File: src/rtl/mips_decls_p.sv
// Shared MIPS declarations: opcode/funct types, multicycle control state and control-word bundle.
package mips_decls_p;

  localparam int unsigned OP_W    = 6;
  localparam int unsigned FUNCT_W = 6;
  localparam int unsigned STATE_W = 4;

  typedef logic [OP_W-1:0]    opcode_t;
  typedef logic [FUNCT_W-1:0] funct_t;

  localparam opcode_t OP_RTYPE = 6'b000000;
  localparam opcode_t OP_J     = 6'b000010;
  localparam opcode_t OP_JAL   = 6'b000011;
  localparam opcode_t OP_BEQ   = 6'b000100;
  localparam opcode_t OP_ADDI  = 6'b001000;
  localparam opcode_t OP_LW    = 6'b100011;
  localparam opcode_t OP_SW    = 6'b101011;

  localparam funct_t FUNCT_JR = 6'b001000;

  typedef enum logic [STATE_W-1:0] {
    S_FETCH   = 4'd0,
    S_DECODE  = 4'd1,
    S_MEMADR  = 4'd2,
    S_MEMRD   = 4'd3,
    S_MEMWB   = 4'd4,
    S_MEMWR   = 4'd5,
    S_RTYPEEX = 4'd6,
    S_RTYPEWB = 4'd7,
    S_BEQEX   = 4'd8,
    S_ADDIEX  = 4'd9,
    S_ADDIWB  = 4'd10,
    S_JEX     = 4'd11,
    S_JALEX   = 4'd12,
    S_JREX    = 4'd13
  } mcstate_t;

  // Every datapath control signal driven by the multicycle controller.
  typedef struct packed {
    logic       pcwrite;
    logic       branch;
    logic       irwrite;
    logic       iord;
    logic       memwrite;
    logic       regwrite;
    logic [1:0] regdst;
    logic [1:0] memtoreg;
    logic       alusrca;
    logic [1:0] alusrcb;
    logic [1:0] aluop;
    logic [1:0] pcsrc;
  } ctrl_t;

  localparam ctrl_t CTRL_NONE = '0;

  // Opcodes this controller knows how to sequence.
  function automatic logic op_supported(input opcode_t op);
    return (op == OP_RTYPE) || (op == OP_J) || (op == OP_JAL) || (op == OP_BEQ) ||
           (op == OP_ADDI) || (op == OP_LW) || (op == OP_SW);
  endfunction

endpackage

File: src/rtl/mc_outdec.sv
// Moore output decode: current multicycle state to the full datapath control word.
module mc_outdec
  import mips_decls_p::*;
(
  input  mcstate_t state,
  output ctrl_t    ctrl_c
);

  always_comb begin
    ctrl_c = CTRL_NONE;
    case (state)
      S_FETCH: begin
        ctrl_c.irwrite = 1'b1;
        ctrl_c.pcwrite = 1'b1;
        ctrl_c.alusrcb = 2'b01;
      end
      S_DECODE: begin
        ctrl_c.alusrcb = 2'b11;
      end
      S_MEMADR: begin
        ctrl_c.alusrca = 1'b1;
        ctrl_c.alusrcb = 2'b10;
      end
      S_MEMRD: begin
        ctrl_c.iord = 1'b1;
      end
      S_MEMWB: begin
        ctrl_c.regwrite = 1'b1;
        ctrl_c.memtoreg = 2'b01;
        ctrl_c.regdst   = 2'b00;
      end
      S_MEMWR: begin
        ctrl_c.iord     = 1'b1;
        ctrl_c.memwrite = 1'b1;
      end
      S_RTYPEEX: begin
        ctrl_c.alusrca = 1'b1;
        ctrl_c.aluop   = 2'b10;
      end
      S_RTYPEWB: begin
        ctrl_c.regwrite = 1'b1;
        ctrl_c.regdst   = 2'b01;
      end
      S_BEQEX: begin
        ctrl_c.alusrca = 1'b1;
        ctrl_c.aluop   = 2'b01;
        ctrl_c.branch  = 1'b1;
        ctrl_c.pcsrc   = 2'b01;
      end
      S_ADDIEX: begin
        ctrl_c.alusrca = 1'b1;
        ctrl_c.alusrcb = 2'b10;
      end
      S_ADDIWB: begin
        ctrl_c.regwrite = 1'b1;
        ctrl_c.regdst   = 2'b00;
      end
      S_JEX: begin
        ctrl_c.pcwrite = 1'b1;
        ctrl_c.pcsrc   = 2'b10;
      end
      // PC already holds PC+4 from fetch, so memtoreg=10 links the return address.
      S_JALEX: begin
        ctrl_c.pcwrite  = 1'b1;
        ctrl_c.pcsrc    = 2'b10;
        ctrl_c.regwrite = 1'b1;
        ctrl_c.regdst   = 2'b10;
        ctrl_c.memtoreg = 2'b10;
      end
      S_JREX: begin
        ctrl_c.pcwrite = 1'b1;
        ctrl_c.pcsrc   = 2'b11;
      end
      default: ctrl_c = CTRL_NONE;
    endcase
  end

endmodule

File: src/rtl/mc_ctrl_fsm.sv
// Multicycle MIPS controller: state register, next-state logic and illegal-opcode flag.
// Optional MC_MEM_WAIT_EN adds mem_ready to stall fetch and data-memory states.
module mc_ctrl_fsm
  import mips_decls_p::*;
#(
  parameter mcstate_t RESET_STATE = S_FETCH
) (
  input  logic       clk,
  input  logic       reset_n,
`ifdef MC_MEM_WAIT_EN
  input  logic       mem_ready,
`endif
  input  opcode_t    opcode,
  input  funct_t     funct,
  output logic       pcwrite,
  output logic       branch,
  output logic       irwrite,
  output logic       iord,
  output logic       memwrite,
  output logic       regwrite,
  output logic [1:0] regdst,
  output logic [1:0] memtoreg,
  output logic       alusrca,
  output logic [1:0] alusrcb,
  output logic [1:0] aluop,
  output logic [1:0] pcsrc,
  output logic       illegal_op,
  output mcstate_t   state
);

  mcstate_t next_state;
  logic     illegal_c;
  logic     mem_wait_c;
  ctrl_t    dec_c;
  ctrl_t    ctrl_c;

  // Memory-facing states hold until the memory acknowledges.
`ifdef MC_MEM_WAIT_EN
  assign mem_wait_c = !mem_ready &&
                      ((state == S_FETCH) || (state == S_MEMRD) || (state == S_MEMWR));
`else
  assign mem_wait_c = 1'b0;
`endif

  always_ff @(posedge clk or negedge reset_n) begin
    if (!reset_n) begin
      state      <= RESET_STATE;
      illegal_op <= 1'b0;
    end else begin
      state      <= next_state;
      illegal_op <= illegal_c;
    end
  end

  always_comb begin
    next_state = S_FETCH;
    illegal_c  = 1'b0;
    case (state)
      S_FETCH:  next_state = S_DECODE;
      S_DECODE: begin
        case (opcode)
          OP_LW, OP_SW: next_state = S_MEMADR;
          OP_RTYPE:     next_state = (funct == FUNCT_JR) ? S_JREX : S_RTYPEEX;
          OP_BEQ:       next_state = S_BEQEX;
          OP_ADDI:      next_state = S_ADDIEX;
          OP_J:         next_state = S_JEX;
          OP_JAL:       next_state = S_JALEX;
          default: begin
            next_state = S_FETCH;
            illegal_c  = 1'b1;
          end
        endcase
      end
      S_MEMADR: begin
        if (opcode == OP_LW)      next_state = S_MEMRD;
        else if (opcode == OP_SW) next_state = S_MEMWR;
        else                      next_state = S_FETCH;
      end
      S_MEMRD:   next_state = S_MEMWB;
      S_RTYPEEX: next_state = S_RTYPEWB;
      S_ADDIEX:  next_state = S_ADDIWB;
      S_MEMWB, S_MEMWR, S_RTYPEWB, S_BEQEX, S_ADDIWB, S_JEX, S_JALEX, S_JREX:
                 next_state = S_FETCH;
      default:   next_state = S_FETCH;
    endcase
    if (mem_wait_c) next_state = state;
  end

  mc_outdec u_outdec (
    .state  (state),
    .ctrl_c (dec_c)
  );

  // Strobes are withheld while stalled; mux selects stay put.
  always_comb begin
    ctrl_c = dec_c;
    if (mem_wait_c) begin
      ctrl_c.pcwrite  = 1'b0;
      ctrl_c.irwrite  = 1'b0;
      ctrl_c.memwrite = 1'b0;
    end
  end

  assign pcwrite  = ctrl_c.pcwrite;
  assign branch   = ctrl_c.branch;
  assign irwrite  = ctrl_c.irwrite;
  assign iord     = ctrl_c.iord;
  assign memwrite = ctrl_c.memwrite;
  assign regwrite = ctrl_c.regwrite;
  assign regdst   = ctrl_c.regdst;
  assign memtoreg = ctrl_c.memtoreg;
  assign alusrca  = ctrl_c.alusrca;
  assign alusrcb  = ctrl_c.alusrcb;
  assign aluop    = ctrl_c.aluop;
  assign pcsrc    = ctrl_c.pcsrc;

endmodule

File: config.mk
export PLATFORM = sky130hd
export DESIGN_NAME = mc_ctrl_fsm
export DESIGN_NICKNAME = d
export VERILOG_FILES = /design/src/rtl/mips_decls_p.sv /design/src/rtl/mc_outdec.sv /design/src/rtl/mc_ctrl_fsm.sv
export SDC_FILE = /design/constraint.sdc
export NUM_CORES = 1
export LEC_CHECK = 0
export ABC_AREA = 1
export CAP_MARGIN = 10
export CELL_PAD_IN_SITES_DETAIL_PLACEMENT = 0
export CELL_PAD_IN_SITES_GLOBAL_PLACEMENT = 1
export CORE_MARGIN = 2
export CORE_UTILIZATION = 24
export DETAILED_ROUTE_END_ITERATION = 6
export PLACE_DENSITY_LB_ADDON = 0.1
export SYNTH_ARGS = -nofsm -noshare
export SYNTH_HDL_FRONTEND = slang
export SYNTH_SLANG_ARGS = --single-unit
File: constraint.sdc
create_clock -name clk -period 2.4 [get_ports clk]
set_clock_uncertainty 0.2 [all_clocks]
set_input_delay 0.36 -clock clk [delete_from_list [all_inputs] [get_ports clk]]
set_output_delay 0.36 -clock clk [all_outputs]
set_load 0.02 [all_outputs]
# After elaboration in Yosys (flattened, before gate mapping)
# Cells that the tools add are included.
[totals] regBits=5 inputBits=14 output_inout_bits=22 word_cells=50
[classes] n_eq_ne=20 mux=18 n_reduce_logical=10
[ops] operator="$pmux W4 S6" count=2
[ops] operator="$eq A4 B4 Y1 const B" count=6
[ops] operator="$eq A4 B3 Y1 const B" count=4
[ops] operator="$eq A6 B2 Y1 const B" count=2
[ops] operator="$eq A6 B4 Y1 const B" count=2
[ops] operator="$eq A6 B6 Y1 const B" count=2
[ops] operator="$pmux W2 S3" count=2
[ops] operator="$reduce_or A2 Y1" count=5
[ops] operator="$pmux W3 S3" count=1
[ops] operator="$eq A4 B2 Y1 const B" count=2
[ops] operator="$mux W1" count=8
[ops] operator="$pmux W2 S2" count=2
[ops] operator="$reduce_or A4 Y1" count=2
[ops] operator="$reduce_or A7 Y1" count=1
[ops] operator="$eq A6 B3 Y1 const B" count=1
[ops] operator="$logic_not A6 Y1" count=1
[ops] operator="$mux W3" count=2
[ops] operator="$eq A4 B1 Y1 const B" count=1
[ops] operator="$logic_not A4 Y1" count=1
[ops] operator="$mux W4" count=1

# Logic depth before layout (Yosys ltp)
[depth] word_depth=4 mapped_depth=8 ltp_nobuf=8

# By module
# A second synthesis with hierarchy kept.
[hier_totals] cells_unflattened=120 area_unflattened_um2=718.2
[modules_own_cells] module="mc_ctrl_fsm" n_inst=1 cells_per_inst=75 area_each_um2=493.0 seq_area_each_um2=125.1
[modules_own_cells] module="mc_outdec" n_inst=1 cells_per_inst=45 area_each_um2=225.2 seq_area_each_um2=0.0

# Least setup slack after synthesis
# Ideal clock, no wire load.
[synth_path] path_kind="flip-flop to output port" start="register state[3]" end="output pcsrc[0]" arrival_ns=1.476 required_ns=1.840 setup_slack_ns=0.364 stages_incl_launch_ff=7 n_path_buf=0 path_cell_list="dfrtp_1 > inv_1 > nor2_1 > inv_1 > nor2_1 > inv_1 > o21ai_0"
[synth_via] elab_chain_len=3 elab_cells_between_ends=6 cone_classes="4 x eq/ne; 1 x mux; 1 x reduce/logical"
[synth_lines] element="from (decl)" line="mc_ctrl_fsm.sv:28" rtl="output mcstate_t state"
[synth_lines] element="from (signal assigned)" line="mc_ctrl_fsm.sv:50" rtl="state <= next_state;"
[synth_lines] element="$eq A4 B4 Y1" line="mc_outdec.sv:11" rtl="case (state)"
[synth_lines] element="$reduce_or A2 Y1 (no source line)"
[synth_lines] element="$pmux W2 S3 (*)" line="mc_outdec.sv:11"
[synth_lines] element="to (decl)" line="mc_ctrl_fsm.sv:26" rtl="output logic [1:0] pcsrc,"
# Mark *: on every way between the ends. The rest lies on a longest branch, timed or not.

# Worst setup path after layout
[layout_path] start="register state[3]" end="output branch"
[layout_via] elab_chain_len=2
[layout_lines] element="$eq A4 B4 Y1" line="mc_outdec.sv:11"
[layout_lines] element="$mux W1" line="mc_outdec.sv:11"
[layout_lines] element="to (decl)" line="mc_ctrl_fsm.sv:16" rtl="output logic branch,"
# No other way between the ends.

==> results_dict.tcl <==
set metrics [dict create \
    syn_inst 102 \
    synth_nets 116 \
    synth_most_common_cell "nor2_1" \
    wl_met1_um 670 \
    crit_cells 5 \
    grt_pass1_vias 689 \
    yosysTopAreaCellShare_pct 21.98 \
    dieWidth_um 52.71 \
    hold_class "in -> async" \
    critPathLaunchType "flip-flop" \
    ys_ff_latch 5 \
    rr_endpoint "state[1]" \
    ant_nets 0 \
    synth_top_family_by_area "simple AND/OR/NAND/NOR gates" \
    worst-path-buf-inv 3 \
    tightestPinTransition_ns 0.2368 \
    status "finished clean" \
    synth.avg_cell_area_um2 5.581 \
    num_rows 17 \
    finalWirelength_um 1569 \
    rsz0062_at_grt "no" \
    crit_chain "inv_1 > nor2_1 > inv_1 > nor2_1 > clkdlybuf4s50_1" \
    grt_pass1_wl_um 2677 \
    synth_top_area_cell "dfrtp_1" \
    cts_sinks 5 \
    drive_above_1_share_pct 11.43 \
    clk-insertion-delay-late_ns 0.24 \
    nFillCells 248 \
    finalSetupViolCount 0 \
    clock.fmax_ghz 0.4348 \
    clockBufferDepth 2 \
    io_pins 36 \
    synthSimpleGateAreaFrac_pct 54.73 \
    highest_layer "met3" \
    overflow 0 \
    netlist-cell-type-count 21 \
    cp-end-kind "primary output" \
    synth_xor_area_share_pct 1.538 \
    drcViolationCount 0 \
    rr_worst_depth 6 \
    antenna_found_initial 0 \
    whs_ns 0.1404 \
    r2r-start "state[3]" \
    synth_compound_area_share_pct 8.571 \
    netlist_area_um2 569.3 \
    vias 712 \
    hold_viol_final 0 \
    worstPathRequired_ns 1.84 \
    yosys.area_share.adder_pct 0 \
    synth_area_leaders "dfrtp_1 (22%), nor2_1 (18%), nand2_1 (14%), inv_1 (11%), nand3_1 (6.2%)" \
    yosysSeqAreaShare_pct 21.98 \
    cp-startpoint "state[3]" \
    synth_edf_count 0 \
    maxCapViolCount 0 \
    drt_first_pass_iters 3 \
    finalSetupTns_ns 0 \
    via_per_inst 4.238 \
    slew_viol_final 0 \
    maxSlewHeadroom_pct 84.21 \
    grt_usage_pct 12.80 \
    synthArstFlopShare_pct 100.0 \
    dr.first_iter.drc_count 9 \
    cts_setup_buffers 0 \
    r2r_setup_slack_ns 1.05 \
    initial_core_util_pct 25.49 \
    worstPathMaxFanout 3 \
    synth_ff_type "dfrtp_1" \
    cts_tree "built" \
    area_delta_synth_final_pct 74.29 \
    fin_crit_ns 2.300 \
    met2WireLength_um 799 \
    dp_hpwl_um 1348 \
    cts_buffers 3 \
    power_leakage_nw 0.5811 \
    htree_levels 1 \
    port_buffers 35 \
    die_height_um 52.71 \
    max-vdd-ir-drop_mv 0.3510 \
    power.density_mw_per_mm2 687.1 \
    arrival_ns 1.74 \
    wl_met3_um 99 \
    period_share_pct 95.83 \
    netlist_top_cells_count "nor2_1 (27), nand2_1 (21), inv_1 (16)" \
    globalplace.congestion 0.7571 \
    core_region_area_mm2 0.002233 \
    clkTransAtPathRegs_ns 0.05 \
    crit_slowest_cell "clkdlybuf4s50_1" \
    critPathMaxStageDelay_ns 0.62 \
    grt_max_degree 9 \
    synth_mux_area_share_pct 0 \
    die_area_mm2 0.002778 \
    crit_family "buffers and inverters" \
    path_class "reg -> out" \
    power.total_mw 0.6817 \
    nets 155 \
    post_drt_wl_per_cell_um 9.339 \
    synth_warnings 0 \
    antenna_cells 0 \
    cts_root_buf "clkbuf_4" \
]
[power by group]
part	internal (mW)	switching, mW
Sequential	0.109	0.0238
Combinational	0.192	0.261
Clock	0.0628	0.0333
Total	0.364	0.318
[stage by stage]
stage                     worst slack, ns  util [%]  std cells  instance area, um^2
after CTS                         0.01002     43.47        168                970.9
after global routing             0.008653     44.43        168                992.2
final                              0.1001     44.43        168                992.2
after detailed placement           0.2052     42.41        164                947.2
after floorplan                    0.3641         -        102                569.3
after global placement             0.2357     42.41        164                947.2
[what timing repair did]
item / in CTS / in global routing
setup endpoints to repair: 2 / 10
hold buffers: 0 / 0
gates resized for setup: 2 / 9
[sequential cells by signal, summed over array words and instances, names as in the netlist]
name,flops
illegal_op,1
state,4
[metal layers]
metal	GRT usage, %	up-vias
met5	0	-
met3	2.571	0
li1	-	386
met2	24.38	24
met4	3.846	0
met1	13.92	302
[area by class of cell]
class                      count  area, um^2  share of cell area, %
timing repair buffer          35       367.9                  37.07
multi-input combinational     78       369.1                  37.20
clock buffer                   4       26.28                  2.648
inverter                      18       67.56                  6.810
tap                           28       35.03                  3.531
sequential                     5       126.4                  12.74
[worst max path at each step]
| stage | slack, ns | endpoint |
|---|---|---|
| after floorplan | 0.36 | pcsrc[0] |
| after global routing | 0.009 | branch |
| after global placement | 0.24 | pcsrc[0] |
| after CTS | 0.01 | pcwrite |
| final | 0.10 | branch |
| after detailed placement | 0.21 | pcsrc[0] |
[layout by cell type (no fill, tap or decap)]
master / synthesis / layout
and3_1: 1 / 1
nand4_1: 1 / 1
nor2_2: 4 / 4
or2_2: 1 / 1
nand2_1: 21 / 21
nand2_4: 1 / 1
clkbuf_4: 0 / 3
nand2_2: 2 / 2
a21oi_1: 3 / 3
xnor2_1: 1 / 1
dfrtp_1: 5 / 4
o21ai_0: 3 / 3
o211ai_1: 1 / 1
inv_2: 2 / 2
or2_1: 1 / 1
nor2_4: 2 / 2
o22ai_1: 1 / 1
clkbuf_1: 0 / 1
o21ai_1: 1 / 1
nor2_1: 27 / 27
inv_1: 16 / 16
clkdlybuf4s50_1: 0 / 25
dfrtp_2: 0 / 1
dlymetal6s2s_1: 0 / 8
dlygate4sd2_1: 0 / 2
nand3_1: 7 / 7
[logic make-up (layout without fill, tap and decap cells)]
| kind of cell | Yosys count | in the layout |
|---|---|---|
| xor+xnor | 1 | 1 |
| compound gates | 9 | 9 |
| simple gates | 68 | 68 |
| flops | 5 | 5 |
| buf+inv | 19 | 57 |
Power figures use the tool's default switching activity.
